File: src/rtl/mem_access_unit.sv
// Memory-stage load/store initiator: issues one cache request per instruction, holds it until
// the cache completes or times out, and aligns/extends data between pipeline and byte lanes.
module mem_access_unit #(
    parameter int unsigned XLEN           = 32,
    parameter int unsigned TIMEOUT_CYCLES = 255
) (
    input  logic            i_clk,
    input  logic            i_rst,
    input  logic            i_valid,
    input  logic            i_is_load,
    input  logic            i_is_store,
    input  logic [2:0]      i_funct3,
    input  logic [XLEN-1:0] i_address,
    input  logic [XLEN-1:0] i_store_data,
    input  logic [4:0]      i_rd,
    output logic            o_stall,
    output logic            o_wb_valid,
    output logic [XLEN-1:0] o_wb_data,
    output logic [4:0]      o_wb_rd,
    output logic            o_store_done,
    output logic            o_exc_valid,
    output logic [1:0]      o_exc_cause,
    output logic            o_cache_req,
    output logic [XLEN-1:0] o_cache_address,
    output logic [XLEN-1:0] o_cache_write_data,
    output logic            o_cache_rw,
    output logic [1:0]      o_cache_size,
    output logic [3:0]      o_cache_byte_en,
    input  logic [XLEN-1:0] i_cache_data,
    input  logic            i_cache_done
);

    typedef enum logic [0:0] {StIdle, StReq} state_e;

    localparam logic [1:0] SizeByte = 2'b00;
    localparam logic [1:0] SizeHalf = 2'b01;
    localparam logic [1:0] SizeWord = 2'b10;
    localparam logic [1:0] SizeNone = 2'b11;

    state_e state_q, state_d;

    logic [15:0]     cnt_q;
    logic            is_load_q;
    logic [2:0]      funct3_q;
    logic [1:0]      addr_lo_q;
    logic [XLEN-1:0] address_q;
    logic [XLEN-1:0] wdata_q;
    logic [3:0]      byte_en_q;
    logic [1:0]      size_q;
    logic [4:0]      rd_q;
    logic            wb_valid_q, store_done_q, exc_valid_q;
    logic [XLEN-1:0] wb_data_q;
    logic [4:0]      wb_rd_q;
    logic [1:0]      exc_cause_q;

    logic            accept, width_ok, misaligned, legal, timeout;
    logic [1:0]      acc_size;
    logic [3:0]      acc_byte_en;
    logic [XLEN-1:0] acc_wdata, masked_store;
    logic [XLEN-1:0] lane, load_ext;
    logic [16:0]     cnt_inc;

    assign accept = (state_q == StIdle) && i_valid && (i_is_load || i_is_store);

    // Width decode; unsigned variants (100/101) exist only for loads.
    always_comb begin
        width_ok = 1'b0;
        acc_size = SizeNone;
        case (i_funct3)
            3'b000: begin width_ok = 1'b1;      acc_size = SizeByte; end
            3'b001: begin width_ok = 1'b1;      acc_size = SizeHalf; end
            3'b010: begin width_ok = 1'b1;      acc_size = SizeWord; end
            3'b100: begin width_ok = i_is_load; acc_size = SizeByte; end
            3'b101: begin width_ok = i_is_load; acc_size = SizeHalf; end
            default: ;
        endcase
    end

    assign misaligned = ((acc_size == SizeHalf) && i_address[0]) ||
                        ((acc_size == SizeWord) && (i_address[1:0] != 2'b00));
    assign legal      = accept && width_ok && !misaligned;

    always_comb begin
        acc_byte_en  = 4'b0000;
        masked_store = '0;
        case (acc_size)
            SizeByte: begin
                acc_byte_en  = 4'b0001 << i_address[1:0];
                masked_store = {{(XLEN-8){1'b0}}, i_store_data[7:0]};
            end
            SizeHalf: begin
                acc_byte_en  = 4'b0011 << i_address[1:0];
                masked_store = {{(XLEN-16){1'b0}}, i_store_data[15:0]};
            end
            SizeWord: begin
                acc_byte_en  = 4'b1111;
                masked_store = i_store_data;
            end
            default: ;
        endcase
    end

    assign acc_wdata = masked_store << {i_address[1:0], 3'b000};

    assign cnt_inc = {1'b0, cnt_q} + 17'd1;
    // A done in the same cycle takes precedence over the timeout.
    assign timeout = (state_q == StReq) && !i_cache_done && (cnt_inc == 17'(TIMEOUT_CYCLES));

    assign lane = i_cache_data >> {addr_lo_q, 3'b000};

    always_comb begin
        case (funct3_q)
            3'b000:  load_ext = {{(XLEN-8){lane[7]}}, lane[7:0]};
            3'b001:  load_ext = {{(XLEN-16){lane[15]}}, lane[15:0]};
            3'b100:  load_ext = {{(XLEN-8){1'b0}}, lane[7:0]};
            3'b101:  load_ext = {{(XLEN-16){1'b0}}, lane[15:0]};
            default: load_ext = lane;
        endcase
    end

    always_ff @(posedge i_clk) begin
        if (i_rst) state_q <= StIdle;
        else       state_q <= state_d;
    end

    always_comb begin
        state_d = state_q;
        case (state_q)
            StIdle:  if (legal) state_d = StReq;
            StReq:   if (i_cache_done || timeout) state_d = StIdle;
            default: state_d = StIdle;
        endcase
    end

    always_comb begin
        o_cache_req        = (state_q == StReq);
        o_cache_size       = o_cache_req ? size_q : SizeNone;
        o_cache_address    = o_cache_req ? address_q : '0;
        o_cache_write_data = o_cache_req ? wdata_q : '0;
        o_cache_rw         = o_cache_req && !is_load_q;
        o_cache_byte_en    = o_cache_req ? byte_en_q : 4'b0000;
        o_stall            = o_cache_req || legal;
    end

    always_ff @(posedge i_clk) begin
        if (i_rst) begin
            cnt_q        <= '0;
            is_load_q    <= 1'b0;
            funct3_q     <= 3'b000;
            addr_lo_q    <= 2'b00;
            address_q    <= '0;
            wdata_q      <= '0;
            byte_en_q    <= 4'b0000;
            size_q       <= SizeNone;
            rd_q         <= 5'd0;
            wb_valid_q   <= 1'b0;
            wb_data_q    <= '0;
            wb_rd_q      <= 5'd0;
            store_done_q <= 1'b0;
            exc_valid_q  <= 1'b0;
            exc_cause_q  <= 2'b00;
        end else begin
            wb_valid_q   <= 1'b0;
            store_done_q <= 1'b0;
            exc_valid_q  <= 1'b0;
            if (accept) begin
                if (!width_ok) begin
                    exc_valid_q <= 1'b1;
                    exc_cause_q <= 2'b00;
                end else if (misaligned) begin
                    exc_valid_q <= 1'b1;
                    exc_cause_q <= i_is_load ? 2'b01 : 2'b10;
                end else begin
                    cnt_q     <= '0;
                    is_load_q <= i_is_load;
                    funct3_q  <= i_funct3;
                    addr_lo_q <= i_address[1:0];
                    address_q <= {i_address[XLEN-1:2], 2'b00};
                    wdata_q   <= i_is_load ? '0 : acc_wdata;
                    byte_en_q <= acc_byte_en;
                    size_q    <= acc_size;
                    rd_q      <= i_rd;
                end
            end
            if (state_q == StReq) begin
                if (i_cache_done) begin
                    if (is_load_q) begin
                        wb_valid_q <= 1'b1;
                        wb_data_q  <= load_ext;
                        wb_rd_q    <= rd_q;
                    end else begin
                        store_done_q <= 1'b1;
                    end
                end else if (timeout) begin
                    exc_valid_q <= 1'b1;
                    exc_cause_q <= 2'b11;
                end else begin
                    cnt_q <= cnt_q + 16'd1;
                end
            end
        end
    end

    assign o_wb_valid   = wb_valid_q;
    assign o_wb_data    = wb_data_q;
    assign o_wb_rd      = wb_rd_q;
    assign o_store_done = store_done_q;
    assign o_exc_valid  = exc_valid_q;
    assign o_exc_cause  = exc_cause_q;

endmodule

File: config.mk
export PLATFORM = sky130hd
export DESIGN_NAME = mem_access_unit
export DESIGN_NICKNAME = d
export VERILOG_FILES = /design/src/rtl/mem_access_unit.sv
export SDC_FILE = /design/constraint.sdc
export NUM_CORES = 1
export LEC_CHECK = 0
export ABC_AREA = 1
export CAP_MARGIN = 10
export CORE_ASPECT_RATIO = 0.8
export CORE_MARGIN = 2
export CORE_UTILIZATION = 25
export CTS_CLUSTER_SIZE = 8
export DETAILED_ROUTE_END_ITERATION = 12
export PLACE_DENSITY_LB_ADDON = 0.2
export SLEW_MARGIN = 20
export SYNTH_ARGS = -nofsm -noshare
export SYNTH_HDL_FRONTEND = slang
export SYNTH_SLANG_ARGS = --single-unit
File: constraint.sdc
create_clock -name i_clk -period 3.3 [get_ports i_clk]
set_input_delay 0.66 -clock i_clk [delete_from_list [all_inputs] [get_ports i_clk]]
set_output_delay 0.66 -clock i_clk [all_outputs]
set_load 0.05 [all_outputs]
# ---- Word level (Yosys, flattened, before mapping)
# Index checks and enable logic that the tools add are counted.
dict set report totals {
  regBits 138
  latch_bits 0
  mem_bits_rw 0
  rom_bits 0
  in_bits 110
  word_cells 96
  memories 0
}
dict set report classes {
  addsub 2
  mul 0
  n_div 0
  order_cmp 0
  eq_ne 10
  shift 4
  n_mux 34
  n_bitwise 3
  n_reduce_logical 27
}
# operator count
set op_table {}
lappend op_table {{$pmux W32 S4} 1}
lappend op_table {{$mux W16} 6}
lappend op_table {{$mux W32} 3}
lappend op_table {{$pmux W32 S3} 1}
lappend op_table {{$shl A32 B5 Y32} 1}
lappend op_table {{$shr A32 B5 Y32} 1}
lappend op_table {{$add A16 B1 Y17 const B} 1}
lappend op_table {{$eq A17 B8 Y1 const B} 1}
lappend op_table {{$add A16 B1 Y16 const B} 1}
lappend op_table {{$mux W2} 8}
lappend op_table {{$eq A3 B3 Y1 const B} 4}
lappend op_table {{$pmux W4 S3} 1}
lappend op_table {{$mux W1} 10}
lappend op_table {{$logic_and A1 B1 Y1} 9}
lappend op_table {{$eq A3 B1 Y1 const B} 2}
lappend op_table {{$logic_not A3 Y1} 2}
lappend op_table {{$pmux W2 S3} 1}
lappend op_table {{$reduce_and A3 Y1} 2}
lappend op_table {{$reduce_or A2 Y1} 3}
lappend op_table {{$reduce_or A3 Y1} 2}
lappend op_table {{$logic_or A1 B1 Y1} 4}
lappend op_table {{$mux W4} 1}
lappend op_table {{$pmux W1 S2} 2}
lappend op_table {{$shl A1 B2 Y4 const A} 1}
lappend op_table {{other kinds (8)} 12}

# ---- Longest topological paths before layout
# Gate-level depths: netlist of the first run.
dict set report depth {
  ltp_word 12
  ltp_mapped 16
}

# ---- Worst setup path before layout of the first run
# No wires, ideal clock.
dict set report synth_timing {
  path_kind {input port to output port}
  start {input i_funct3[2]}
  end {output o_stall}
  arrival_ns 2.008
  path_slack_ns 0.632
  path_stages 8
  n_path_buf 2
  cell_sequence {nor2_1 -> nand2_2 -> clkinv_1 -> o21ai_2 -> nand2_4 -> buf_2 -> buf_2 -> nand2_1}
}
dict set report synth_between {
  elab_chain_len 9
}
# element line_no
set synth_rtl {}
lappend synth_rtl {{from (decl)} 12} ;# input logic [2:0] i_funct3,
lappend synth_rtl {{$eq A3 B3 Y1, or another cell as far along} 69} ;# case (i_funct3)
lappend synth_rtl {{$reduce_or A2 Y1 (no line)} n/a}
lappend synth_rtl {{$pmux W2 S3} 69}
lappend synth_rtl {{$eq A2 B1 Y1 / $eq A2 B2 Y1 (equally long branches)} {79, 80}}
lappend synth_rtl {{$logic_and A1 B1 Y1, on equally long branches} {79, 80}}
lappend synth_rtl {{$logic_or A1 B1 Y1} 79} ;# assign misaligned = ((acc_size == SizeHalf) && i_address[0]) ||
lappend synth_rtl {{$logic_not A1 Y1} 81} ;# assign legal = accept && width_ok && !misaligned;
lappend synth_rtl {{$logic_and A1 B1 Y1 *} 81}
lappend synth_rtl {{$logic_or A1 B1 Y1 *} 142} ;# o_stall = o_cache_req || legal;
lappend synth_rtl {{to (decl)} 16} ;# output logic o_stall,
# Every way passes the cells marked *; elsewhere a longest branch is shown, timed or not.

# ---- Worst setup path in the final report of the first run
dict set report layout_timing {
  start {register state_q, in the netlist o_cache_req}
  end {output o_cache_size[0]}
}
dict set report layout_between {
  elab_chain_len 1
}
# element line_no
set layout_rtl {}
lappend layout_rtl {{from (decl)} 40} ;# state_e state_q, state_d;
lappend layout_rtl {{from (signal assigned)} 122} ;# if (i_rst) state_q <= StIdle;
lappend layout_rtl {{from (signal assigned)} 123} ;# else state_q <= state_d;
lappend layout_rtl {{$mux W2} 137} ;# o_cache_size = o_cache_req ? size_q : SizeNone;
lappend layout_rtl {{to (decl)} 27} ;# output logic [1:0] o_cache_size,
# No other way between the ends.

==> results summary, run 1 <==
The run finished with clean final reports. The worst slew margin relative to its limit came out at 0.523. The area added between synthesis and finish came out at 44.4%. The routability congestion estimate from global placement came out at 0.833. The worst vdd rail ir drop came out at 336 uV.

The synthesized design spends more area on one cell type than any other, namely sky130_fd_sc_hd__dfxtp_1. Once the clock tree was built, the resizer swapped 0 gates to a different size. The depth of the CTS H-tree is 4.

The detailed-routed wire length on met3 came out at 1660 um. Power spread over the standard cell area amounts to 408 mW/mm^2. The average wire length per cell after detail routing came out at 15.3 um.

The number of max-cap violations came out at 0. The final setup slack of the worst path came out at 0.401 ns. For the pin with the worst max-slew slack, the measured transition is 0.713 ns. In the synthesized netlist the dominant register cell turns out to be sky130_fd_sc_hd__dfxtp_1. The area share of the leading cell type in the synthesized netlist is 0.384. Leaving out fill and tap cells, the most frequent cell in the layout is sky130_fd_sc_hd__nand2_1. The clock-pin slew on the worst setup and hold paths is 0.06 ns. The time the final worst path needs with I/O delays and setup came out at 2.90 ns. The summed area of non-filler cells in the final layout is 0.0104 sq mm. The largest net degree at the start of global routing came out at 54. The layout has 3045 filler cells. The number of I/O pins is 225.

The total global-route track usage came out at 0.169. The highest layer touched by signal routing is met4. The data arrival time of the critical path came out at 2.24 ns. The total chip power came out at 4.24 mW.

The number of instances in the synthesized netlist came out at 1116. The part of the cycle the worst path needs came out at 0.878. The number of distinct standard cells referenced by the synthesized netlist is 38. The starting DRC count in detailed routing is 561. The initial utilization of the core area, before any placement, comes to 0.255.

The number of standard-cell rows in the floorplan came out at 55. TritonCTS built the clock tree. The worst setup path is captured at an output pin. The number of diodes added for antenna fixing is 0. The detailed placement HPWL is 19100 um. In the layout the commonest cells are 272 x sky130_fd_sc_hd__nand2_1, 220 x sky130_fd_sc_hd__clkdlybuf4s50_1, 141 x sky130_fd_sc_hd__inv_1. The residual overflow from global routing is 0. Setup repair after global routing left no endpoint under its margin. After detailed placement, the total cell area comes to 0.00982 sq mm.

The number of clock sinks is 138. The number of flops mapped to enable cells by yosys came out at 0. The wire length of the first global-routing pass is 40600 um.

Of all nets on the critical path, the largest fanout is 13. The detailed-route via count is 7800. The initial antenna violation count came out at 0. The worst setup path is launched from a flop. The post-synthesis instance area is 0.00720 sq mm. The full die area is 0.0302 sq mm.

Of the cells placed in the final design, the portion with a size suffix greater than 1 is 0.0626. After synthesis, the cell types taking the most area are sky130_fd_sc_hd__dfxtp_1 38%, sky130_fd_sc_hd__nand2_1 14%, sky130_fd_sc_hd__inv_1 7.4%, sky130_fd_sc_hd__nor2_1 7.1%, sky130_fd_sc_hd__a21oi_1 6.3%. In this run the horizontal extent of the chip is 194 um. For this run, the share of the core covered by cells in the final layout is 0.368. The post-synthesis register bit count is 138. The number of failing hold endpoints at the final stage is 0. The number of remaining DRC errors is 0. In this run the worst hold path is classified as reg -> reg. The die height is 156 um. The insertion delay to the later sink of the worst-skew pair came out at 0.43 ns. The total of endpoints with negative setup slack in the final report came out at 0.

For this design, the CTS-stage hold fixing added 0 buffers. The max-slew violation count came out at 0. The proportion of synthesized chip area in sequential cells came out at 0.384.

The total iterations of the first detailed-routing run is 5. The worst-case clock skew is 0.00710 ns. The core outline area came out at 0.0283 sq mm. The met1 wire length came out at 12900 um. The number of vias per cell after detailed routing came out at 4.60. The antenna violation net count after detailed routing came out at 0. The CTS root buffer is sky130_fd_sc_hd__clkbuf_16. After synthesis, the share of flip-flops with an asynchronous set or reset is 0. The endpoint required time on the critical path came out at 2.64 ns. By startpoint and endpoint, the worst setup path is classified as reg -> out. The number of global-route vias before repair is 7416.

In the final design database the tool counted 1425 nets. The total negative setup slack is 0 ns. The number of buffers on the longest clock path is 2. At the placement stage, the worst setup path has a slack of 0.397 ns. Wire segments on met2 add up to 11000 um in the final route. The static power due to leakage came out at 4.60 nW. The post-synthesis area per instance came out at 6.45 sq um.

The number of buffers inserted by port buffering came out at 222. The final wirelength is 25900 um. In this run, CTS created clock tree buffers numbering 17. The post-CTS setup buffer count came out at 0. The synthesis warning total came out at 0. The maximum clock frequency is 345 MHz.
## stage by stage
step / hold WS (ns) / cells
after detailed placement: 0.454 / 1664
after global placement: 0.449 / 1664
after global routing: 0.478 / 1696
after floorplan: 0.435 / 1117
final: 0.467 / 1696
after CTS: 0.467 / 1696
## Yosys cell counts (2+ instances only)
cell type and n:
sky130_fd_sc_hd__nor2_2 6, sky130_fd_sc_hd__a21oi_1 90, sky130_fd_sc_hd__ha_1 2, sky130_fd_sc_hd__nand2_1 272, sky130_fd_sc_hd__o31ai_1 7, sky130_fd_sc_hd__o21ai_1 5, sky130_fd_sc_hd__nand2_2 4, sky130_fd_sc_hd__o21ai_0 89
sky130_fd_sc_hd__or2_2 2, sky130_fd_sc_hd__a221o_1 7, sky130_fd_sc_hd__buf_4 4, sky130_fd_sc_hd__clkbuf_1 48, sky130_fd_sc_hd__dfxtp_1 138, sky130_fd_sc_hd__buf_1 2, sky130_fd_sc_hd__nor2_1 136, sky130_fd_sc_hd__nor3_1 8
sky130_fd_sc_hd__a31oi_1 17, sky130_fd_sc_hd__o221ai_1 8, sky130_fd_sc_hd__nand4_1 8, sky130_fd_sc_hd__a22oi_1 4, sky130_fd_sc_hd__inv_2 3, sky130_fd_sc_hd__nand3_1 44, sky130_fd_sc_hd__o211ai_1 30, sky130_fd_sc_hd__inv_1 142
sky130_fd_sc_hd__clkinv_1 3, sky130_fd_sc_hd__o22ai_1 9, sky130_fd_sc_hd__buf_2 17
## final timing paths
check              startpoint               to  slack (ns)  depth (start not counted)
setup reg to reg     cnt_q[1]         cnt_q[8]        0.99                         14
setup / recovery  o_cache_req  o_cache_size[0]        0.40                          3
hold reg to reg    o_wb_rd[0]       o_wb_rd[0]        0.47                          2
hold / removal     o_wb_rd[0]       o_wb_rd[0]        0.47                          2
## registers in the layout, summed over array words and instances (netlist names)
name / cells
o_wb_data: 32
wdata_q: 32
address_q: 30
cnt_q: 16
o_wb_rd: 5
rd_q: 5
byte_en_q: 4
funct3_q: 3
addr_lo_q: 2
o_exc_cause: 2
size_q: 2
is_load_q: 1
o_cache_req: 1
o_exc_valid: 1
o_store_done: 1
o_wb_valid: 1
## power by group
| part | total, mW | internal, mW | leakage [nW] | switching (mW) |
|---|---|---|---|---|
| Sequential | 1.75 | 1.72 | 1.12 | 0.0298 |
| Clock | 1.89 | 1.08 | 0.284 | 0.819 |
| Combinational | 0.600 | 0.241 | 3.20 | 0.360 |
## worst max-delay path: stages, from the launching register on
cell and delay, ns:
sky130_fd_sc_hd__dfxtp_2 0.55, sky130_fd_sc_hd__inv_1 0.22, sky130_fd_sc_hd__or2_2 0.31, sky130_fd_sc_hd__clkdlybuf4s50_1 0.73
## cell families after synthesis
family	Yosys count	synth area share
AND/OR/NAND/NOR	485	0.274
buffers and inverters	220	0.121
flip-flops	138	0.384
AO/OA/AOI/OAI	269	0.216
XOR/XNOR	1	0.00122
adder cells (fa/ha/maj)	2	0.00348
other	1	0.000521
## layout make-up
type                       count  area (sq um)  area share
clock buffer                  18           439      0.0422
clock inverter                14           138      0.0132
inverter                     148           556      0.0534
multi-input combinational    759          3570       0.343
sequential                   138          2760       0.266
tap                          370           463      0.0445
timing repair buffer         249          2470       0.237
## layer usage
| layer | GRT usage | up-vias |
|---|---|---|
| met5 | 0 | - |
| met1 | 0.240 | 3555 |
| met4 | 0.0491 | 0 |
| met2 | 0.250 | 220 |
| li1 | - | 4002 |
| met3 | 0.0452 | 23 |
No activity file was read; power rests on OpenSTA's default activity.
==> run 2, diff against run 1 <==
- clock period: 3.3 -> 3 ns (I/O delays scaled with it)
==> results summary, run 2 (synthesis gave the netlist of run 1 again) <==
The first global-routing pass estimated 40500 um of wire. The number of failing hold endpoints at the final stage came out at 0. The number of max-cap violations is 0. The detailed-route via count came out at 7783. The total of endpoints with negative setup slack in the final report came out at 0. Leaving out fill and tap cells, the most frequent cell in the layout is sky130_fd_sc_hd__nand2_1. TritonCTS built the clock tree. In the layout the commonest cells are 272 x sky130_fd_sc_hd__nand2_1, 217 x sky130_fd_sc_hd__clkdlybuf4s50_1, 141 x sky130_fd_sc_hd__inv_1.

The area added between synthesis and finish came out at 43.9%. The starting DRC count in detailed routing came out at 605. On the worst path, the slowest cell contributes a delay of 0.59 ns. The congestion estimate from routability-driven global placement came to 0.852.

The total global-route track usage is 0.168. The total negative setup slack came out at 0 ns. The worst path buffer plus inverter count is 3.

The classification of the worst setup path is in -> out. The worst slew margin relative to its limit is 0.529. The critical path goes through clkdlybuf4s50_1, inv_2, nand2_1, nor2_1, o21ai_2, nand2_4, nand2_1, buf_12. In this run, CTS created clock tree buffers numbering 17.

The worst vdd rail ir drop came out at 397 uV. For this run the aggregate overflow at the end of global routing stands at 0. The number of gates resized after cts is 0. In this run the critical register-to-register path is captured at wdata_q[19]. Setup repair after global routing left no endpoint under its margin. The slowest library cell on the worst path is sky130_fd_sc_hd__clkdlybuf4s50_1.

The hold-critical path endpoint is o_wb_rd[2]. The number of I/O pins came out at 225. The total iterations of the first detailed-routing run came out at 5. The total chip power is 4.51 mW. The number of clock sinks is 138. The data arrival time of the critical path came out at 2.13 ns.

The post-route non-filler standard cell count came out at 1698. STA puts the critical path data required time at 2.40 ns. The core outline area came out at 0.0283 sq mm. The initial antenna violation count is 1.

The run finished with clean final reports. The startpoint identified for the worst register-to-register timing path is o_cache_req. The fraction of final layout cells sized beyond drive strength 1 is 0.0648.

The max-slew violation count is 0. The antenna violation net count after detailed routing came out at 0. The number of fill cells in the layout is 3058. The number of global-route vias before repair is 7286. The worst path needs 2.73 ns of the cycle, external delays included. The count of hold buffers inserted by post-cts repair is 0. The placed cell count is 1666. In this run the deepest clock path goes through 2 buffers. At the pin with the least slew margin, the transition time is 0.704 ns. The die height is 156 um.

The part of the cycle the worst path needs is 0.909. Along the worst hold path, the cell count comes to 2. The post-layout net count is 1427. The post-CTS setup buffer count is 0. The average wire length per cell after detail routing came out at 15.1 um. By instance count, the cell type seen most on the critical path is sky130_fd_sc_hd__nand2_1. The number of standard-cell rows in the floorplan came out at 55. The detailed placement HPWL came out at 18700 um. The tree is rooted in a sky130_fd_sc_hd__clkbuf_16. The startpoint identified for the worst hold timing path is rd_q[2]. The number of vias per cell after detailed routing came out at 4.58. The worst-case clock skew is 0.00663 ns. The maximum clock frequency is 367 MHz.

STA classifies the critical path startpoint as an input port. The floorplan step defined a die boundary enclosing 0.0302 sq mm. The number of buffers inserted by port buffering came out at 222.

STA classifies the critical path endpoint as an output pin. The insertion delay to the later sink of the worst-skew pair came out at 0.42 ns. Along the worst path, the maximum fanout reaches 9. In this run the worst hold path is classified as reg -> reg.

The power per unit of standard cell area is 435 mW/mm^2. The horizontal die dimension came out at 194 um. The final setup slack of the worst path came out at 0.273 ns. The initial utilization of the core area, before any placement, comes to 0.255.

The setup check on the worst reg-to-reg path leaves a slack of 0.63 ns. The largest net degree at the start of global routing came out at 78. The post-place setup slack came out at 0.167 ns. The final wirelength is 25700 um. The depth of the CTS H-tree is 4.

The number of cells traversed by the worst register-to-register path is 9. The top cell family by delay on the critical path is buffers and inverters. The static power due to leakage is 4.59 nW. The clock-pin slew on the worst setup and hold paths came out at 0.06 ns. The number of remaining DRC errors came out at 0.
-- run 2: where the power goes --
part / internal, mW / switching, mW / total (mW)
clock network: 1.06 / 0.870 / 1.93
logic: 0.267 / 0.393 / 0.659
registers: 1.89 / 0.0316 / 1.92
-- run 2: how the worst max path moves through the flow --
stage                     start     endpoint  depth (start not counted)
floorplan           i_funct3[2]      o_stall                          8
global placement    i_funct3[1]  wdata_q[19]                         10
detailed placement  i_funct3[1]  wdata_q[19]                         10
CTS                 o_cache_req      o_stall                          7
global route        o_cache_req      o_stall                          7
finish              i_funct3[1]      o_stall                          8
-- run 2: routing by layer --
layer,GRT usage,share of wire,vias up
met5,0,0,-
li1,-,-,4007
met3,0.0452,0.065,22
met2,0.246,0.42,210
met1,0.240,0.50,3544
met4,0.0498,0.016,0
-- run 2: worst reg2reg max path, cell delays in order, from the launching register on --
cell and delay (ns):
sky130_fd_sc_hd__dfxtp_2 0.32, sky130_fd_sc_hd__buf_12 0.20, sky130_fd_sc_hd__inv_1 0.41, sky130_fd_sc_hd__nand2_1 0.15, sky130_fd_sc_hd__nor2_2 0.20, sky130_fd_sc_hd__nand2_4 0.12
sky130_fd_sc_hd__buf_4 0.22, sky130_fd_sc_hd__nor2_4 0.38, sky130_fd_sc_hd__o211ai_1 0.17, sky130_fd_sc_hd__a21oi_1 0.15
-- run 2: metrics by stage --
step | hold slack (ns) | util | instance area [sq um]
2_1_floorplan | 0.435 | - | 7200
3_3_place_gp | 0.449 | 0.347 | 9830
3_5_place_dp | 0.457 | 0.347 | 9830
4_1_cts | 0.465 | 0.366 | 10400
5_1_grt | 0.480 | 0.366 | 10400
6_report | 0.461 | 0.366 | 10400
-- run 2: area by class of cell --
type / instances / area (sq um) / share of cell area
clock inverter: 13 / 96.3 / 0.00930
multi-input combinational: 759 / 3570 / 0.345
inverter: 148 / 556 / 0.0536
antenna: 1 / 2.50 / 0.000242
tap: 370 / 463 / 0.0447
timing repair buffer: 251 / 2470 / 0.239
sequential: 138 / 2760 / 0.267
clock buffer: 18 / 429 / 0.0414
==> run 3, diff against run 2 <==
- SKIP_CTS_REPAIR_TIMING: default -> 1
- SLEW_MARGIN: 20 -> default
==> results of run 3 <==
Final layout, timing and power as in run 2 (identical DEF).
